### src/rtl/alu_execute_stage.sv
// Execute stage: evaluates the ALU operation selected by alu_ctrl and queues the
// result with its flags and tag in a 2-entry FIFO toward the memory stage.
module alu_execute_stage #(
    parameter int WIDTH = 32,
    parameter int TAGW  = 5
) (
    input  logic             clk,
    input  logic             rst,
    input  logic             flush,
    input  logic             in_valid,
    output logic             in_ready,
    input  logic [2:0]       alu_ctrl,
    input  logic [WIDTH-1:0] src_a,
    input  logic [WIDTH-1:0] src_b,
    input  logic [TAGW-1:0]  tag_in,
    output logic             out_valid,
    input  logic             out_ready,
    output logic [WIDTH-1:0] result,
    output logic [TAGW-1:0]  tag_out,
    output logic             zero,
    output logic             negative,
    output logic             carry,
    output logic             overflow,
    output logic             illegal
);

    typedef struct packed {
        logic [WIDTH-1:0] res;
        logic [TAGW-1:0]  tag;
        logic             z;
        logic             n;
        logic             c;
        logic             v;
        logic             il;
    } entry_t;

    entry_t     head_reg, head_next;
    entry_t     tail_reg, tail_next;
    entry_t     new_entry;
    logic [1:0] count_reg, count_next;

    logic [WIDTH:0] sum_ext;
    logic [WIDTH:0] diff_ext;
    logic           add_ovf;
    logic           sub_ovf;
    logic           push;
    logic           pop;

    assign sum_ext  = {1'b0, src_a} + {1'b0, src_b};
    assign diff_ext = {1'b0, src_a} + {1'b0, ~src_b} + {{WIDTH{1'b0}}, 1'b1};

    assign add_ovf = (src_a[WIDTH-1] == src_b[WIDTH-1]) && (sum_ext[WIDTH-1] != src_a[WIDTH-1]);
    assign sub_ovf = (src_a[WIDTH-1] != src_b[WIDTH-1]) && (diff_ext[WIDTH-1] != src_a[WIDTH-1]);

    always_comb begin
        new_entry     = '0;
        new_entry.tag = tag_in;
        case (alu_ctrl)
            3'b000: begin
                new_entry.res = sum_ext[WIDTH-1:0];
                new_entry.c   = sum_ext[WIDTH];
                new_entry.v   = add_ovf;
            end
            3'b001: begin
                // carry-out of A + ~B + 1 is the "no borrow" indication
                new_entry.res = diff_ext[WIDTH-1:0];
                new_entry.c   = diff_ext[WIDTH];
                new_entry.v   = sub_ovf;
            end
            3'b010: new_entry.res = src_a & src_b;
            3'b011: new_entry.res = src_a | src_b;
            3'b101: new_entry.res = {{(WIDTH-1){1'b0}}, diff_ext[WIDTH-1] ^ sub_ovf};
            default: new_entry.il = 1'b1;
        endcase
        new_entry.z = (new_entry.res == '0);
        new_entry.n = new_entry.res[WIDTH-1];
    end

    assign out_valid = (count_reg != 2'd0);
    assign in_ready  = (count_reg != 2'd2) || out_ready;
    assign push      = in_valid && in_ready && !flush;
    assign pop       = out_valid && out_ready && !flush;

    always_comb begin
        head_next  = head_reg;
        tail_next  = tail_reg;
        count_next = count_reg;
        if (flush) begin
            // head contents are kept so the outputs hold their last value
            count_next = 2'd0;
        end else begin
            case ({push, pop})
                2'b11: begin
                    if (count_reg == 2'd1) begin
                        head_next = new_entry;
                    end else begin
                        head_next = tail_reg;
                        tail_next = new_entry;
                    end
                end
                2'b10: begin
                    if (count_reg == 2'd0) begin
                        head_next  = new_entry;
                        count_next = 2'd1;
                    end else begin
                        tail_next  = new_entry;
                        count_next = 2'd2;
                    end
                end
                2'b01: begin
                    if (count_reg == 2'd2) begin
                        head_next = tail_reg;
                    end
                    count_next = count_reg - 2'd1;
                end
                default: ;
            endcase
        end
    end

    always_ff @(posedge clk or posedge rst) begin
        if (rst) begin
            head_reg  <= '0;
            tail_reg  <= '0;
            count_reg <= 2'd0;
        end else begin
            head_reg  <= head_next;
            tail_reg  <= tail_next;
            count_reg <= count_next;
        end
    end

    assign result   = head_reg.res;
    assign tag_out  = head_reg.tag;
    assign zero     = head_reg.z;
    assign negative = head_reg.n;
    assign carry    = head_reg.c;
    assign overflow = head_reg.v;
    assign illegal  = head_reg.il;

endmodule

### config.mk
export PLATFORM = sky130hd
export DESIGN_NAME = alu_execute_stage
export DESIGN_NICKNAME = d
export VERILOG_FILES = /design/src/rtl/alu_execute_stage.sv
export SDC_FILE = /design/constraint.sdc
export NUM_CORES = 1
export LEC_CHECK = 0
export ABC_AREA = 1
export BUFFER_PORTS_ARGS = -buffer_cell sky130_fd_sc_hd__buf_2
export CORE_UTILIZATION = 25
export DETAILED_ROUTE_END_ITERATION = 8
export PLACE_DENSITY = 0.5
export REMOVE_ABC_BUFFERS = 1
export SLEW_MARGIN = 30
export SYNTH_ARGS = -nofsm -noshare
export SYNTH_HDL_FRONTEND = slang
export SYNTH_SLANG_ARGS = --single-unit
export TNS_END_PERCENT = 10
### constraint.sdc
create_clock -name clk -period 5.2 [get_ports clk]
set_input_delay 0.26 -clock clk [delete_from_list [all_inputs] [get_ports clk]]
set_output_delay 0.26 -clock clk [all_outputs]
set_load 0.005 [all_outputs]
# Yosys cells after proc, flatten, opt, wreduce, memory -nomap -nowiden
# Cells that the tools add are included.
dict set report classes {
  add_sub_neg 4
  multipliers 0
  n_div 0
  magnitude_cmp 0
  n_eq_ne 18
  shifts 0
  muxes 13
  bitwise 5
  reduce_logical 18
}
# op n
set ops {}
lappend ops {{two-way mux 42 bit} 5}
lappend ops {{case mux 32 bit (5 select lines)} 1}
lappend ops {{case mux 42 bit (3 select lines)} 1}
lappend ops {{case mux 42 bit (2 select lines)} 1}
lappend ops {{adder 32 x 32 -> 33 bit} 2}
lappend ops {{adder 33 x 1 -> 33 bit, second input constant} 1}
lappend ops {{AND 32 bit} 1}
lappend ops {{zero test 32 bit} 1}
lappend ops {{NOT 32 bit} 1}
lappend ops {{bitwise OR 32 bit} 1}
lappend ops {{inequality test 2 bit, second input constant} 5}
lappend ops {{case mux 2 bit (2 select lines)} 2}
lappend ops {{AND reduction 4 bit} 2}
lappend ops {{equality test 2 bit, second input constant} 3}
lappend ops {{equality test 3 x 2 -> 1 bit, second input constant} 2}
lappend ops {{logical AND 1 bit} 6}
lappend ops {{nonzero test 3 bit} 2}
lappend ops {{OR reduction 5 bit} 1}
lappend ops {{equality test 2 x 1 -> 1 bit, second input constant} 2}
lappend ops {{two-way mux 2 bit} 2}
lappend ops {{nonzero test 2 bit} 2}
lappend ops {{equality test 3 x 1 -> 1 bit, second input constant} 1}
lappend ops {{equality test 3 bit, second input constant} 1}
lappend ops {{zero test 3 bit} 1}
lappend ops {{other kinds (9)} 11}
dict set report word_totals {
  reg_bits 86
  latch_bits 0
  ramBits 0
  mem_bits_ro 0
  in_bits 77
  word_cells 73
  memories 0
}

# Logic depth before layout (Yosys ltp)
dict set report depth {
  word_depth 10
  depth_mapped 27
}

# Worst setup path after synthesis
# OpenSTA, ideal clock, no wires.
dict set report synth_timing {
  kind {input-to-reg}
  from {input src_a[8]}
  to {register head_reg (netlist bit zero)}
  setup_time_ns 0.066
  arrival_time_ns 3.068
  slack_ns 2.066
  cell_stages 24
  cell_sequence {inv_1 > ha_1 > buf_6 > nor2_1 > nand2_1 > nor2_1 > nand2_1 > nand2_1 > nand2_1 > nand2_1 > a21oi_1 > o21ai_0 > fa_1 > a221oi_1 > nand3_2 > nor2_1 > nand2_1 > nor2_2 > nand3_1 > nand2_1 > nand2_1 > nand2_1 > nand2_1 > nand2_1}
}
dict set report synth_via {
  elab_chain_len 9
  elab_cells_between_ends 13
}
# element line
set synth_lines {}
lappend synth_lines {{start, declared} 13} ;# input logic [WIDTH-1:0] src_a,
lappend synth_lines {{adder 32 x 32 -> 33 bit} 50} ;# assign diff_ext = {1'b0, src_a} + {1'b0, ~src_b} + {{WIDTH{1'b0}}, 1'b1};
lappend synth_lines {{adder 33 x 1 -> 33 bit} 50}
lappend synth_lines {{inequality test 1 bit} 53} ;# assign sub_ovf = (src_a[WIDTH-1] != src_b[WIDTH-1]) && (diff_ext[WIDTH-1] != src_a[WIDTH-1]);
lappend synth_lines {{logical AND 1 bit} 53}
lappend synth_lines {{bitwise XOR 1 bit} 72} ;# 3'b101: new_entry.res = {{(WIDTH-1){1'b0}}, diff_ext[WIDTH-1] ^ sub_ovf};
lappend synth_lines {{case mux 32 bit (5 select lines) *} 58} ;# case (alu_ctrl)
lappend synth_lines {{zero test 32 bit *} 75} ;# new_entry.z = (new_entry.res == '0);
lappend synth_lines {{two-way mux 42 bit (on tied branches)} {102, 94}}
lappend synth_lines {{case mux 42 bit (3 select lines) *} 92} ;# case ({push, pop})
lappend synth_lines {{end signal, assigned} 127} ;# head_reg <= head_next;
lappend synth_lines {{end, declared} 37} ;# entry_t head_reg, head_next;
# Mark *: on every way between the ends. The rest lies on a longest branch, timed or not. The select of a mux whose other input is x is not followed.
# A chain may end at the register's enable or synchronous reset.

# Worst setup path after layout
dict set report layout_timing {
  from {input src_a[10]}
  to {register head_reg (netlist bit zero)}
}
# The elaborated chain is that of the path after synthesis.

==> metrics.yaml <==
grt:
  overflow: 0
  grt_pass1_vias: 11380
  wire_length_of_the_first_global_routing_pass_um: 65550
  global_route.usage.total: 0.1791
  grt_antenna_before_repair: 0
  grt_max_degree: 68
logic_synthesis:
  synth_enable_flop_cells: 0
  flip_flop_cell_with_the_highest_count_after_synthesis: "sky130_fd_sc_hd__dfrtp_1"
  yosys_warnings: 0
  synth-seq-area-share: 0.1821
  async_reset_ff_frac: 1.000
  yosys_register_bits: 84
  postSynthCellCount: 1954
  synth.cell_area_um2: 11540
  synth_area_per_cell_um2: 5.907
  yosys.cell_types.count: 46
clocking:
  cts-root-buf: "sky130_fd_sc_hd__clkbuf_16"
  post_cts_resize_count: 0
  tritoncts_clock_tree: "built"
  cts-root-to-sink-buffers: 2
  cts_inserted_buffers: 9
  h-tree-depth: 3
  clock_sink_count: 84
  clock_insertion_delay_worst_skew_ps: 340
  clk_transition_reported_paths_ps: 70
floorplanning:
  chipHeight_um: 216.9
  floorplan.rows: 78
  floorplan.die_area_um2: 47030
  io_pins: 121
  floorplan.initialDensity: 0.2538
  chipWidth_um: 216.9
  core-area_um2: 45480
sta:
  final.min_clock_period_ps: 3524
  totalNegativeSetupSlack_ps: 0
  hold_violations: 0
  final.period_utilization: 0.6776
  skew_ps: 8.517
  worst_pin_slew_ps: 888.2
  slew_headroom: 0.4072
  finalSetupViolCount: 0
  fmaxAchievable_mhz: 283.8
  final-max-slew-violation-count: 0
  rsz_0062_raised_after_global_routing: "no"
power_and_ir_drop:
  share_comb_of_total_power: 0.507
  clock_power_share: 0.187
  power.switching_mw: 1.629
  power-per-cell-area_nw_per_um2: 279.2
  p_leak_nw: 6.949
  cellInternalPower_mw: 1.973
  power_mw: 3.602
  vdd_ir_drop_max_mv: 0.1879
  share_seq_of_total_power: 0.305
  power.share.switching: 0.4523
place:
  place.gp.congestion: 0.9126
  port_buffers: 120
  dp_hpwl_um: 34120
run:
  max-cap-violations: 0
routing:
  via_per_inst: 4.615
  detail-route-antenna-nets: 0
  number_of_remaining_drc_errors: 0
  routed_wire_length_per_instance_um: 16.07
  drt_first_iter_violations: 914
  via_count: 12130
  detail_route.wirelength_um: 42220
  drt-pass1-iter-count: 6
critical_path:
  timing.critical_path.from_type: "input pin"
  criticalPathCategory: "input pin to flip-flop"
  worstPathArrival_ps: 3810
  worst-path-max-fanout: 8
  worstPathRequired_ps: 5480
  crit_path_end_kind: "flip-flop"
layout:
  area_growth_syn_to_layout_pct: 11.78
  insertedDiodeCount: 0
  finalNetCount: 2214
  utilization: 0.2837
  final_layout_size_suffix_gt1_frac: 0.1469
  largest_register_ffs: 41
  filler_cell_count: 5206
run_status:
  outcome: "finished, final reports clean"
min_path:
  holdCritPathClass: "input pin to flip-flop"
-- kinds of logic after synthesis --
family / share of synthesized area
and+or+nand+nor: 0.3949
buffers and inverters: 0.1601
AOI/OAI and AO/OA: 0.1373
adders and majority gates: 0.1255
DFF: 0.1821
-- synth_stat cells (4+ instances only) --
cell type | number | area (µm²)
sky130_fd_sc_hd__nand3_2 | 30 | 300.3
sky130_fd_sc_hd__a21oi_1 | 119 | 595.6
sky130_fd_sc_hd__clkbuf_1 | 38 | 142.6
sky130_fd_sc_hd__nand2_2 | 37 | 231.5
sky130_fd_sc_hd__buf_1 | 6 | 22.52
sky130_fd_sc_hd__nor3_1 | 7 | 35.03
sky130_fd_sc_hd__ha_1 | 111 | 1389
sky130_fd_sc_hd__a31oi_1 | 24 | 150.1
sky130_fd_sc_hd__dfrtp_1 | 84 | 2102
sky130_fd_sc_hd__nand2_1 | 585 | 2196
sky130_fd_sc_hd__buf_4 | 13 | 97.59
sky130_fd_sc_hd__nand3_1 | 129 | 645.6
sky130_fd_sc_hd__nor2_4 | 9 | 101.4
sky130_fd_sc_hd__o22ai_1 | 9 | 56.30
sky130_fd_sc_hd__buf_2 | 7 | 35.03
sky130_fd_sc_hd__nand4_1 | 20 | 125.1
sky130_fd_sc_hd__clkinv_1 | 5 | 18.77
sky130_fd_sc_hd__nand3b_1 | 4 | 30.03
sky130_fd_sc_hd__inv_2 | 23 | 86.33
sky130_fd_sc_hd__o21bai_1 | 5 | 37.54
sky130_fd_sc_hd__o21ai_0 | 124 | 620.6
sky130_fd_sc_hd__buf_6 | 14 | 157.7
sky130_fd_sc_hd__o211ai_1 | 5 | 37.54
sky130_fd_sc_hd__nor2_1 | 141 | 529.3
sky130_fd_sc_hd__inv_1 | 340 | 1276
sky130_fd_sc_hd__nor2_2 | 27 | 168.9
sky130_fd_sc_hd__nor3_2 | 6 | 60.06
-- stage by stage --
stage	hold WS, ps	instances	setup slack (ps)	cell area (µm²)
4_1_cts	215.1	2628	1699	12900
5_1_grt	229.8	2628	1254	12900
3_3_place_gp	236.8	2611	1364	12580
2_1_floorplan	440.8	1875	213.3	11080
6_report	223.0	2628	1676	12900
3_5_place_dp	241.5	2611	1354	12580
-- worst max-delay path: stages --
cell,delay [ps]
sky130_fd_sc_hd__buf_2,110
sky130_fd_sc_hd__inv_1,50
sky130_fd_sc_hd__ha_1,500
sky130_fd_sc_hd__inv_1,130
sky130_fd_sc_hd__nand2_1,80
sky130_fd_sc_hd__nand2_1,80
sky130_fd_sc_hd__nand2_1,60
sky130_fd_sc_hd__nand2_1,80
sky130_fd_sc_hd__a21oi_1,180
sky130_fd_sc_hd__nand2_1,110
sky130_fd_sc_hd__nand2_1,110
sky130_fd_sc_hd__nand2_1,100
sky130_fd_sc_hd__a21oi_1,140
sky130_fd_sc_hd__o21ai_0,110
sky130_fd_sc_hd__fa_1,480
sky130_fd_sc_hd__a221oi_1,360
sky130_fd_sc_hd__nand3_2,150
sky130_fd_sc_hd__nor2_1,120
sky130_fd_sc_hd__nand2_1,70
sky130_fd_sc_hd__nor2_2,100
sky130_fd_sc_hd__nand4_1,80
sky130_fd_sc_hd__nand2_1,80
sky130_fd_sc_hd__nand2_1,40
sky130_fd_sc_hd__nand2_1,80
sky130_fd_sc_hd__nand2_1,50
sky130_fd_sc_hd__nand2_1,70
-- placed cells by master (no fill, tap or decap), drive strengths merged, types with 3 or more instances in the layout --
cell type	n
a21oi	122
a31oi	24
and2	3
buf	136
clkbuf	11
clkinv	8
dfrtp	84
fa	3
ha	111
inv	363
nand2	623
nand3	161
nand3b	4
nand4	21
nor2	177
nor3	13
nor4	3
o211ai	5
o21ai	127
o21bai	5
o22ai	9
-- power groups by stage --
stage	sequential (mW)	clock, mW	combinational (mW)
final	1.10	0.675	1.83
after global routing	1.13	0.715	2.08
after CTS	1.10	0.693	1.84
after detailed placement	1.11	0	1.83
after global placement	1.10	0	1.81
after floorplan	1.09	0	1.15
-- per-layer routing --
metal  global-route usage  routed length [µm]
met5                    0                   0
met3              0.01006                1417
met1               0.2502               20350
met4              0.03005                 410
met2               0.3060               20040
-- worst paths after layout --
check | end | cells past startpoint | slack, ps | from
worst max-delay path | zero$_DFFE_PP0P_ | 26 | 1680 | src_a[10]
worst max register to register | tail_reg[14]$_DFFE_PP0P_ | 16 | 2040 | count_reg[0]$_DFFE_PP0P_
min in group asynchronous | tail_reg[31]$_DFFE_PP0P_ | 3 | 430 | rst
max in group asynchronous | result[13]$_DFFE_PP0P_ | 4 | 3820 | rst
worst min register to register | result[21]$_DFFE_PP0P_ | 2 | 480 | result[21]$_DFFE_PP0P_
worst min-delay path | tail_reg[7]$_DFFE_PP0P_ | 3 | 220 | tag_in[2]
-- repair_timing --
item                                    in CTS  in global routing
endpoints found under the hold margin       17                  0
hold buffers                                 1                  0
endpoints found under the setup margin       0                  0
buffers inserted                             0                  0
-- layout make-up --
cell class / count / area [µm²] / share of cell area
clock buffers: 11 / 252.7 / 0.01959
inverters: 369 / 1390 / 0.1077
well taps: 600 / 750.7 / 0.05818
clock inverters: 5 / 58.81 / 0.004558
repair buffers: 137 / 747.0 / 0.05789
flip-flops and latches: 84 / 2102 / 0.1629
multi-input cells: 1422 / 7601 / 0.5891
Note: power is estimated with default switching activity, not from simulation.
